### src/rtl/lock_ctrl.sv
// rtl/lock_ctrl.sv - combination lock sequencer: user ID + two-digit code, per-user failure counters, timer handshake
module lock_ctrl #(
    parameter int                     NUM_USERS = 4,
    parameter logic [8*NUM_USERS-1:0] CODES     = 32'h9321_4567,
    parameter int                     MAX_TRIES = 3
) (
    input  logic       clk,
    input  logic       rst,
    input  logic       enter,
    input  logic [3:0] digit,
    input  logic       tmr_busy,
    input  logic       tmr_done,
    output logic       tmr_start,
    output logic       unlocked,
    output logic       lockout,
    output logic       err,
    output logic [3:0] cur_user,
    output logic [2:0] tries
);

    typedef enum logic [2:0] {
        IDLE    = 3'd0,
        GET_D1  = 3'd1,
        GET_D2  = 3'd2,
        CHECK   = 3'd3,
        OPEN    = 3'd4,
        LOCKOUT = 3'd5,
        WAIT_T  = 3'd6
    } state_t;

    state_t     state_q;
    logic [3:0] d1_q;
    logic [3:0] d2_q;
    logic [3:0] cur_user_q;
    logic [2:0] cnt_q [NUM_USERS];
    logic       pend_lock_q;
    logic       tmr_start_q;
    logic       unlocked_q;
    logic       lockout_q;
    logic       err_q;
    logic [2:0] tries_q;

    logic [7:0] user_code;
    logic [2:0] cur_cnt;
    logic [2:0] id_cnt;
    logic [2:0] fail_cnt;
    logic       code_ok;
    logic       id_valid;
    logic       cnt_wr_d;
    logic [2:0] cnt_val_d;

    // Per-user lookups are loop muxes so no index ever reaches past NUM_USERS.
    always_comb begin
        user_code = 8'h00;
        cur_cnt   = 3'd0;
        id_cnt    = 3'd0;
        for (int u = 0; u < NUM_USERS; u++) begin
            if (cur_user_q == 4'(u)) begin
                user_code = CODES[8*u +: 8];
                cur_cnt   = cnt_q[u];
            end
            if (digit == 4'(u)) begin
                id_cnt = cnt_q[u];
            end
        end
        id_valid  = (32'(digit) < 32'(NUM_USERS));
        code_ok   = ({d1_q, d2_q} == user_code);
        fail_cnt  = (cur_cnt == 3'd7) ? 3'd7 : cur_cnt + 3'd1;
        cnt_wr_d  = (state_q == CHECK) || ((state_q == LOCKOUT) && tmr_done);
        cnt_val_d = ((state_q == CHECK) && !code_ok) ? fail_cnt : 3'd0;
    end

    always_ff @(posedge clk or negedge rst) begin
        if (!rst) begin
            state_q     <= IDLE;
            d1_q        <= 4'd0;
            d2_q        <= 4'd0;
            cur_user_q  <= 4'd0;
            pend_lock_q <= 1'b0;
            tmr_start_q <= 1'b0;
            unlocked_q  <= 1'b0;
            lockout_q   <= 1'b0;
            err_q       <= 1'b0;
            tries_q     <= 3'd0;
            for (int u = 0; u < NUM_USERS; u++) begin
                cnt_q[u] <= 3'd0;
            end
        end else begin
            tmr_start_q <= 1'b0;
            err_q       <= 1'b0;
            // Door/lockout indicators follow the state one cycle behind the start pulse.
            unlocked_q  <= (state_q == OPEN);
            lockout_q   <= (state_q == LOCKOUT);
            case (state_q)
                IDLE: begin
                    if (enter) begin
                        if (id_valid) begin
                            cur_user_q <= digit;
                            tries_q    <= id_cnt;
                            state_q    <= GET_D1;
                        end else begin
                            err_q <= 1'b1;
                        end
                    end
                end
                GET_D1: begin
                    if (enter) begin
                        d1_q    <= digit;
                        state_q <= GET_D2;
                    end
                end
                GET_D2: begin
                    if (enter) begin
                        d2_q    <= digit;
                        state_q <= CHECK;
                    end
                end
                CHECK: begin
                    if (code_ok) begin
                        pend_lock_q <= 1'b0;
                        if (tmr_busy) begin
                            state_q <= WAIT_T;
                        end else begin
                            tmr_start_q <= 1'b1;
                            state_q     <= OPEN;
                        end
                    end else begin
                        err_q <= 1'b1;
                        if (fail_cnt == 3'(MAX_TRIES)) begin
                            pend_lock_q <= 1'b1;
                            if (tmr_busy) begin
                                state_q <= WAIT_T;
                            end else begin
                                tmr_start_q <= 1'b1;
                                state_q     <= LOCKOUT;
                            end
                        end else begin
                            state_q <= IDLE;
                        end
                    end
                end
                OPEN: begin
                    if (tmr_done) begin
                        state_q <= IDLE;
                    end
                end
                LOCKOUT: begin
                    if (tmr_done) begin
                        state_q <= IDLE;
                    end
                end
                WAIT_T: begin
                    if (!tmr_busy) begin
                        tmr_start_q <= 1'b1;
                        state_q     <= pend_lock_q ? LOCKOUT : OPEN;
                    end
                end
                default: begin
                    state_q    <= IDLE;
                    cur_user_q <= 4'd0;
                    tries_q    <= 3'd0;
                end
            endcase
            if (cnt_wr_d) begin
                tries_q <= cnt_val_d;
                for (int u = 0; u < NUM_USERS; u++) begin
                    if (cur_user_q == 4'(u)) begin
                        cnt_q[u] <= cnt_val_d;
                    end
                end
            end
        end
    end

    assign tmr_start = tmr_start_q;
    assign unlocked  = unlocked_q;
    assign lockout   = lockout_q;
    assign err       = err_q;
    assign cur_user  = cur_user_q;
    assign tries     = tries_q;

endmodule

### config.mk
export PLATFORM = sky130hd
export DESIGN_NAME = lock_ctrl
export DESIGN_NICKNAME = d
export VERILOG_FILES = /design/src/rtl/lock_ctrl.sv
export SDC_FILE = /design/constraint.sdc
export NUM_CORES = 1
export LEC_CHECK = 0
export BUFFER_PORTS_ARGS = -buffer_cell sky130_fd_sc_hd__buf_2
export CAP_MARGIN = 0
export CORE_UTILIZATION = 31
export DETAILED_ROUTE_END_ITERATION = 6
export PLACE_DENSITY_LB_ADDON = 0.15
export SYNTH_ARGS = -nofsm -noshare
export SYNTH_HDL_FRONTEND = slang
export SYNTH_SLANG_ARGS = --single-unit
export TNS_END_PERCENT = 100
### constraint.sdc
create_clock -name clk -period 4.08 [get_ports clk]
set_clock_uncertainty 0.1 [all_clocks]
set_input_delay 0 -clock clk [delete_from_list [all_inputs] [get_ports clk]]
set_output_delay 0 -clock clk [all_outputs]
set_load 0.01 [all_outputs]
Word-level counts from Yosys, hierarchy flattened
Index checks and enable logic that the tools add are counted.
{ "word_totals": {"register_bits": 35, "in_bits": 9, "word_cells": 104} }
{ "classes": {"add_sub_neg": 1, "magnitude_cmp": 1, "n_eq_ne": 24, "n_mux": 43, "bitwise": 1, "n_reduce_logical": 20} }
{ "op_table": {"columns": ["operator", "count"], "rows": [
  ["two-way mux 3 bit", 21],
  ["case mux 3 bit (6 select lines)", 1],
  ["== test 4 x 2 -> 1 bit (second input constant)", 4],
  ["two-way mux 8 bit", 2],
  ["two-way mux 7 bit", 2],
  ["AND reduction 2 bit", 7],
  ["== test 3 bit (second input constant)", 4],
  ["!= test 2 bit (second input constant)", 5],
  ["== test 3 x 2 -> 1 bit (second input constant)", 3],
  ["two-way mux 1 bit", 9],
  ["== test 4 x 1 -> 1 bit (second input constant)", 2],
  ["== test 8 bit", 1],
  ["zero test 4 bit", 2],
  ["two-way mux 4 bit", 2],
  ["case mux 4 bit (2 select lines)", 1],
  ["!= test 3 bit (second input constant)", 2],
  ["case mux 3 bit (2 select lines)", 1],
  ["AND reduction 3 bit", 2],
  ["AND reduction 6 bit", 1],
  ["OR reduction 6 bit", 1],
  ["< comparator 4 x 3 -> 1 bit (second input constant)", 1],
  ["two-way mux 2 bit", 2],
  ["!= test 2 x 1 -> 1 bit (second input constant)", 2],
  ["case mux 1 bit (2 select lines)", 2],
  ["9 further kinds", 10]
]} }

Longest topological paths before layout
{ "logic_depth": {"depth_word": 11, "mapped_depth": 10, "depth_no_buf": 9} }

Least setup slack after synthesis
No wires, ideal clock.
{ "synth_timing": {"path_kind": "reg-to-reg", "from": "register cur_user_q[0] (netlist: cur_user[0])", "to": "register tries_q[0] (netlist: tries[0])", "setup_ns": 0.082, "arrival_time_ns": 2.154, "required_ns": 3.898, "path_slack_ns": 1.744, "path_stages_with_launch": 11, "period_less_slack_ns": 2.336, "path_cell_list": "dfrtp_1 > buf_4 > or3b_1 > o22a_1 > inv_1 > ha_1 > inv_1 > a211oi_1 > a211oi_1 > o21bai_2 > a31oi_1"} }
{ "synth_between": {"elab_chain_cells": 10, "word_cells_on_any_way": 20, "classes_between": "add/sub (1); eq/ne (5); mux (11); reduce/logical (3)"} }
{ "synth_rtl": {"columns": ["item", "line_no", "text"], "rows": [
  ["start, declared", "34", "logic [3:0] cur_user_q;"],
  ["start signal, assigned", "98", "cur_user_q <= digit;"],
  ["branches (longest 8 deep; another with adder 3 x 1 -> 3 bit)", null, null],
  ["two-way mux 3 bit (*)", "70", "cnt_val_d = ((state_q == CHECK) && !code_ok) ? fail_cnt : 3'd0;"],
  ["two-way mux 3 bit (*)", "164", "if (cnt_wr_d) begin"],
  ["end signal, assigned", "99", "tries_q <= id_cnt;"],
  ["end signal, assigned", "165", "tries_q <= cnt_val_d;"],
  ["end, declared", "41", "logic [2:0] tries_q;"]
]} }
Mark *: on every way between the ends.
A chain may end at the register's enable or synchronous reset.

Worst setup path in the final report
{ "layout_timing": {"from": "register cur_user_q[0] (netlist: cur_user[0])", "to": "register cnt_q[4] (netlist name)"} }
{ "layout_between": {"elab_chain_cells": 9, "word_cells_on_any_way": 20, "classes_between": "add/sub (1); eq/ne (5); mux (10); reduce/logical (4)"} }
{ "layout_rtl": {"columns": ["item", "line_no", "text"], "rows": [
  ["branches (longest 9 deep; another with adder 3 x 1 -> 3 bit)", null, null],
  ["end signal, assigned by index", "168", "cnt_q[u] <= cnt_val_d;"],
  ["end, declared", "35", "logic [2:0] cnt_q [NUM_USERS];"]
]} }
Several ways; the timed one is not identified.

==> summary.txt <==
STATUS
--------------------------------------------------------------------------------------------
Failing checks                                                                  design-rule violations
Run status                                                                      complete, but fails checks

DRT
--------------------------------------------------------------------------------------------
Via count                                                                              1,633
Starting DRT DRC Count                                                                    84
Post-detailed-route wirelength per cell                                              16.8 um
Routed wire length                                                                   5090 um
Number of iterations in the first detailed-routing pass                                    6
Via density per instance                                                                5.37
Antenna viol nets, final                                                                   0
Number of design rule violations left after detail routing                                 2

SETUP PATH
--------------------------------------------------------------------------------------------
Largest fanout on the critical path                                                       13
Category of the most critical setup path                                             reg2reg
Worst reg2reg setup slack                                                            1450 ps
Critical path startpoint category                                                       flop
Source of the worst register-to-register timing path                             cur_user[0]
Arrival time worst endpoint                                                          2680 ps
Reg-to-reg critical path endpoint                                                   cnt_q[4]
Endpoint type of the worst setup path                                                   flop
Worst path required time                                                             4130 ps
Count of cells along the worst register-to-register path                                   6

PWR
--------------------------------------------------------------------------------------------
Worst ir drop on vdd                                                              0.000240 V
Power Density                                                                    666 nW/um^2
Leak pwr                                                                          0.00102 uW

SYNTH
--------------------------------------------------------------------------------------------
Count of flip-flops with a built-in enable after synthesis                                 0
Combinational family with the most area after synthesis                         compound AO/OA/AOI/OAI gates
Cell count after synthesis                                                               205
Area fraction in compound gates after synthesis                                        22.4%
Share of the synthesized netlist area taken by xor and xnor gates                      1.24%
Synth Register Bits                                                                       35
Post-synthesis cell area                                                          2120 sq um
Nets in the synthesized netlist                                                          216
Prevailing post-synth register cell                                             sky130_fd_sc_hd__dfrtp_1
Ys async rst share                                                                      100%
Multiplexer share of the synthesized area                                              11.1%
Number of unique standard cell types used by synthesis                                    54
Basic-gate share of the synthesized area counting and, or, nand and nor cells          18.0%
Yosys warnings                                                                             0
Sequential share of the synthesized area                                               41.3%
Post-synthesis adder-cell area fraction                                                1.18%
Synthesized area per cell                                                         10.3 sq um

TIMING
--------------------------------------------------------------------------------------------
Final critical-path required period                                                  2630 ps
Highest clock frequency the design can meet                                        0.380 GHz
Max_slew headroom                                                                      45.5%
Slew Limit Fails                                                                           0
Final hold violation count                                                                 0
Unrepaired setup endpoints after global routing                                           no
Share of the clock period used by the worst path after layout                          64.6%
Setup-violating endpoint count in the final report                                         0
Slew of the pin with the lowest slew margin                                           818 ps
Setup total negative slack                                                              0 ps

GLOBAL ROUTE
--------------------------------------------------------------------------------------------
Global routing usage summed across all routing layers                                  15.6%
Antenna violations before repair                                                           0
Wire length of the first global-routing pass                                         8500 um
Total congestion overflow                                                                  0
Number of global-route vias before repair                                              1,611
Largest net degree at the start of global routing                                         36

FINISH
--------------------------------------------------------------------------------------------
Fraction of layout cells with a size suffix above 1                                    23.8%
Diodes inserted                                                                            0
Final design utilization                                                               36.9%
Most frequent cells in the layout                                               sky130_fd_sc_hd__dfrtp_1 (35), sky130_fd_sc_hd__nand2_1 (23), sky130_fd_sc_hd__buf_2 (19)
Nets                                                                                     239
Layout-stage area growth over the synthesis result                                     12.5%
Commonest non-fill, non-tap cell in the layout                                  sky130_fd_sc_hd__dfrtp_1

CLOCK NETWORK
--------------------------------------------------------------------------------------------
Longest Clk Path Bufs                                                                      2
Post-CTS Setup Inserts                                                                     0
Clk Latency, worst-skew pair                                                          280 ps
Number of clock buffers inserted by TritonCTS                                              5
# clock sinks                                                                             35
Buffer cell driving the clock tree root                                         sky130_fd_sc_hd__clkbuf_8
Clk slew on worst S/H paths                                                            70 ps
Clock tree from TritonCTS                                                              built
Htree depth                                                                                2

FLOORPLAN
--------------------------------------------------------------------------------------------
Placeable core area                                                               6460 sq um
Width of the die                                                                     84.7 um
Boundary Pins                                                                             20
Effective utilization at floorplan                                                     32.8%
Die height                                                                           84.7 um
Die ar.                                                                           7170 sq um
Number of cell rows                                                                       29

RUN
--------------------------------------------------------------------------------------------
Max-cap violations                                                                         0

PLACEMENT
--------------------------------------------------------------------------------------------
Weighted congestion reported at the end of routability-driven placement                0.761
Quantity of I/O buffers inserted on ports                                                 19
Hpwl dp                                                                              3670 um

MIN PATH
--------------------------------------------------------------------------------------------
Min-Delay Path Class                                                                in2async

[power by group]
| group | internal (uW) | switching [uW] |
|---|---|---|
| Combinational | 327 | 423 |
| Clock | 114 | 120 |
| Sequential | 465 | 138 |
[sequential cells by signal, summed over array words and instances, names as in the netlist]
register / count
state_q: 3
unlocked: 1
d2_q: 4
tries: 3
lockout: 1
cnt_q: 12
cur_user: 4
err: 1
pend_lock_q: 1
tmr_start: 1
d1_q: 4
[cells by family (layout without fill, tap and decap cells)]
logic type	count (synthesis)	in the layout
multiplexers	20	20
AO/OA/AOI/OAI	55	55
AND/OR/NAND/NOR	72	72
XOR/XNOR	3	3
flip-flops	35	35
adder cells (fa/ha/maj)	2	2
buffers and inverters	18	40
[per-layer routing]
layer / track usage [%] / wire length, um / vias to the layer above
met5: 0 / 0 / -
met4: 5.39 / 68 / 0
met3: 3.15 / 208 / 4
met2: 23.1 / 2270 / 30
met1: 22.6 / 2550 / 802
li1: - / - / 797
[stage by stage]
step	hold WS [ps]	std cells	setup WS, ps	area [sq um]	total power (uW)
finish	233	304	1450	2380	1590
global route	287	304	1310	2380	1710
CTS	227	304	1460	2380	1610
detailed placement	49.9	291	1470	2240	1360
global placement	50.0	291	1500	2240	1360
floorplan	-396	205	1740	2120	1200
[layout make-up]
cell class,count,area (sq um)
Fill cell,676,4080
Multi-Input combinational cell,152,1140
Sequential cell,35,876
Timing Repair Buffer,26,165
Tap cell,77,96.3
Clock buffer,6,72.6
Inverter,8,30.0
[Yosys cell counts, types with 2 or more instances]
library cell | instances | share of area (%)
sky130_fd_sc_hd__o31ai_2 | 7 | 4.1
sky130_fd_sc_hd__mux2_2 | 8 | 4.3
sky130_fd_sc_hd__nand3b_1 | 3 | 1.1
sky130_fd_sc_hd__nor3_1 | 6 | 1.4
sky130_fd_sc_hd__o21ai_0 | 4 | 0.95
sky130_fd_sc_hd__and2_1 | 3 | 0.89
sky130_fd_sc_hd__a211oi_2 | 2 | 1.2
sky130_fd_sc_hd__and3_1 | 2 | 0.59
sky130_fd_sc_hd__nand2b_1 | 4 | 1.2
sky130_fd_sc_hd__o21a_1 | 4 | 1.4
sky130_fd_sc_hd__a31oi_1 | 5 | 1.5
sky130_fd_sc_hd__a211oi_1 | 5 | 1.8
sky130_fd_sc_hd__nor2b_1 | 5 | 1.5
sky130_fd_sc_hd__o21ai_1 | 5 | 1.2
sky130_fd_sc_hd__inv_1 | 8 | 1.4
sky130_fd_sc_hd__nand3_1 | 6 | 1.4
sky130_fd_sc_hd__clkbuf_1 | 3 | 0.53
sky130_fd_sc_hd__a311oi_1 | 3 | 1.2
sky130_fd_sc_hd__mux2i_1 | 10 | 4.7
sky130_fd_sc_hd__ha_1 | 2 | 1.2
sky130_fd_sc_hd__a21oi_1 | 6 | 1.4
sky130_fd_sc_hd__nand2_1 | 23 | 4.1
sky130_fd_sc_hd__xor2_1 | 3 | 1.2
sky130_fd_sc_hd__dfrtp_1 | 35 | 41
sky130_fd_sc_hd__buf_2 | 3 | 0.71
sky130_fd_sc_hd__o31ai_1 | 2 | 0.71
sky130_fd_sc_hd__o22a_1 | 2 | 0.83
sky130_fd_sc_hd__nor2_1 | 9 | 1.6
sky130_fd_sc_hd__mux4_2 | 2 | 2.1
[worst max path at each step]
stage / depth (start not counted) / start / endpoint
final: 6 / cur_user[0] / cnt_q[4]
after global routing: 6 / cur_user[0] / cnt_q[4]
after CTS: 6 / cur_user[0] / cnt_q[4]
after detailed placement: 6 / cur_user[0] / cnt_q[4]
after global placement: 6 / cur_user[0] / cnt_q[4]
after floorplan: 10 / cur_user[0] / tries[0]
[critical path: stages (launching register included)]
cell and delay (ps):
sky130_fd_sc_hd__dfrtp_1 630, sky130_fd_sc_hd__mux4_2 560, sky130_fd_sc_hd__nor2b_1 140, sky130_fd_sc_hd__ha_1 220
sky130_fd_sc_hd__and3_1 190, sky130_fd_sc_hd__a211oi_2 520, sky130_fd_sc_hd__o31ai_1 140
[timing repair]
item	in CTS	in global routing
hold endpoints to repair	43	0
setup endpoints to repair	0	0
gates resized for setup	0	0
hold buffers	7	0
Power figures use the tool's default switching activity.
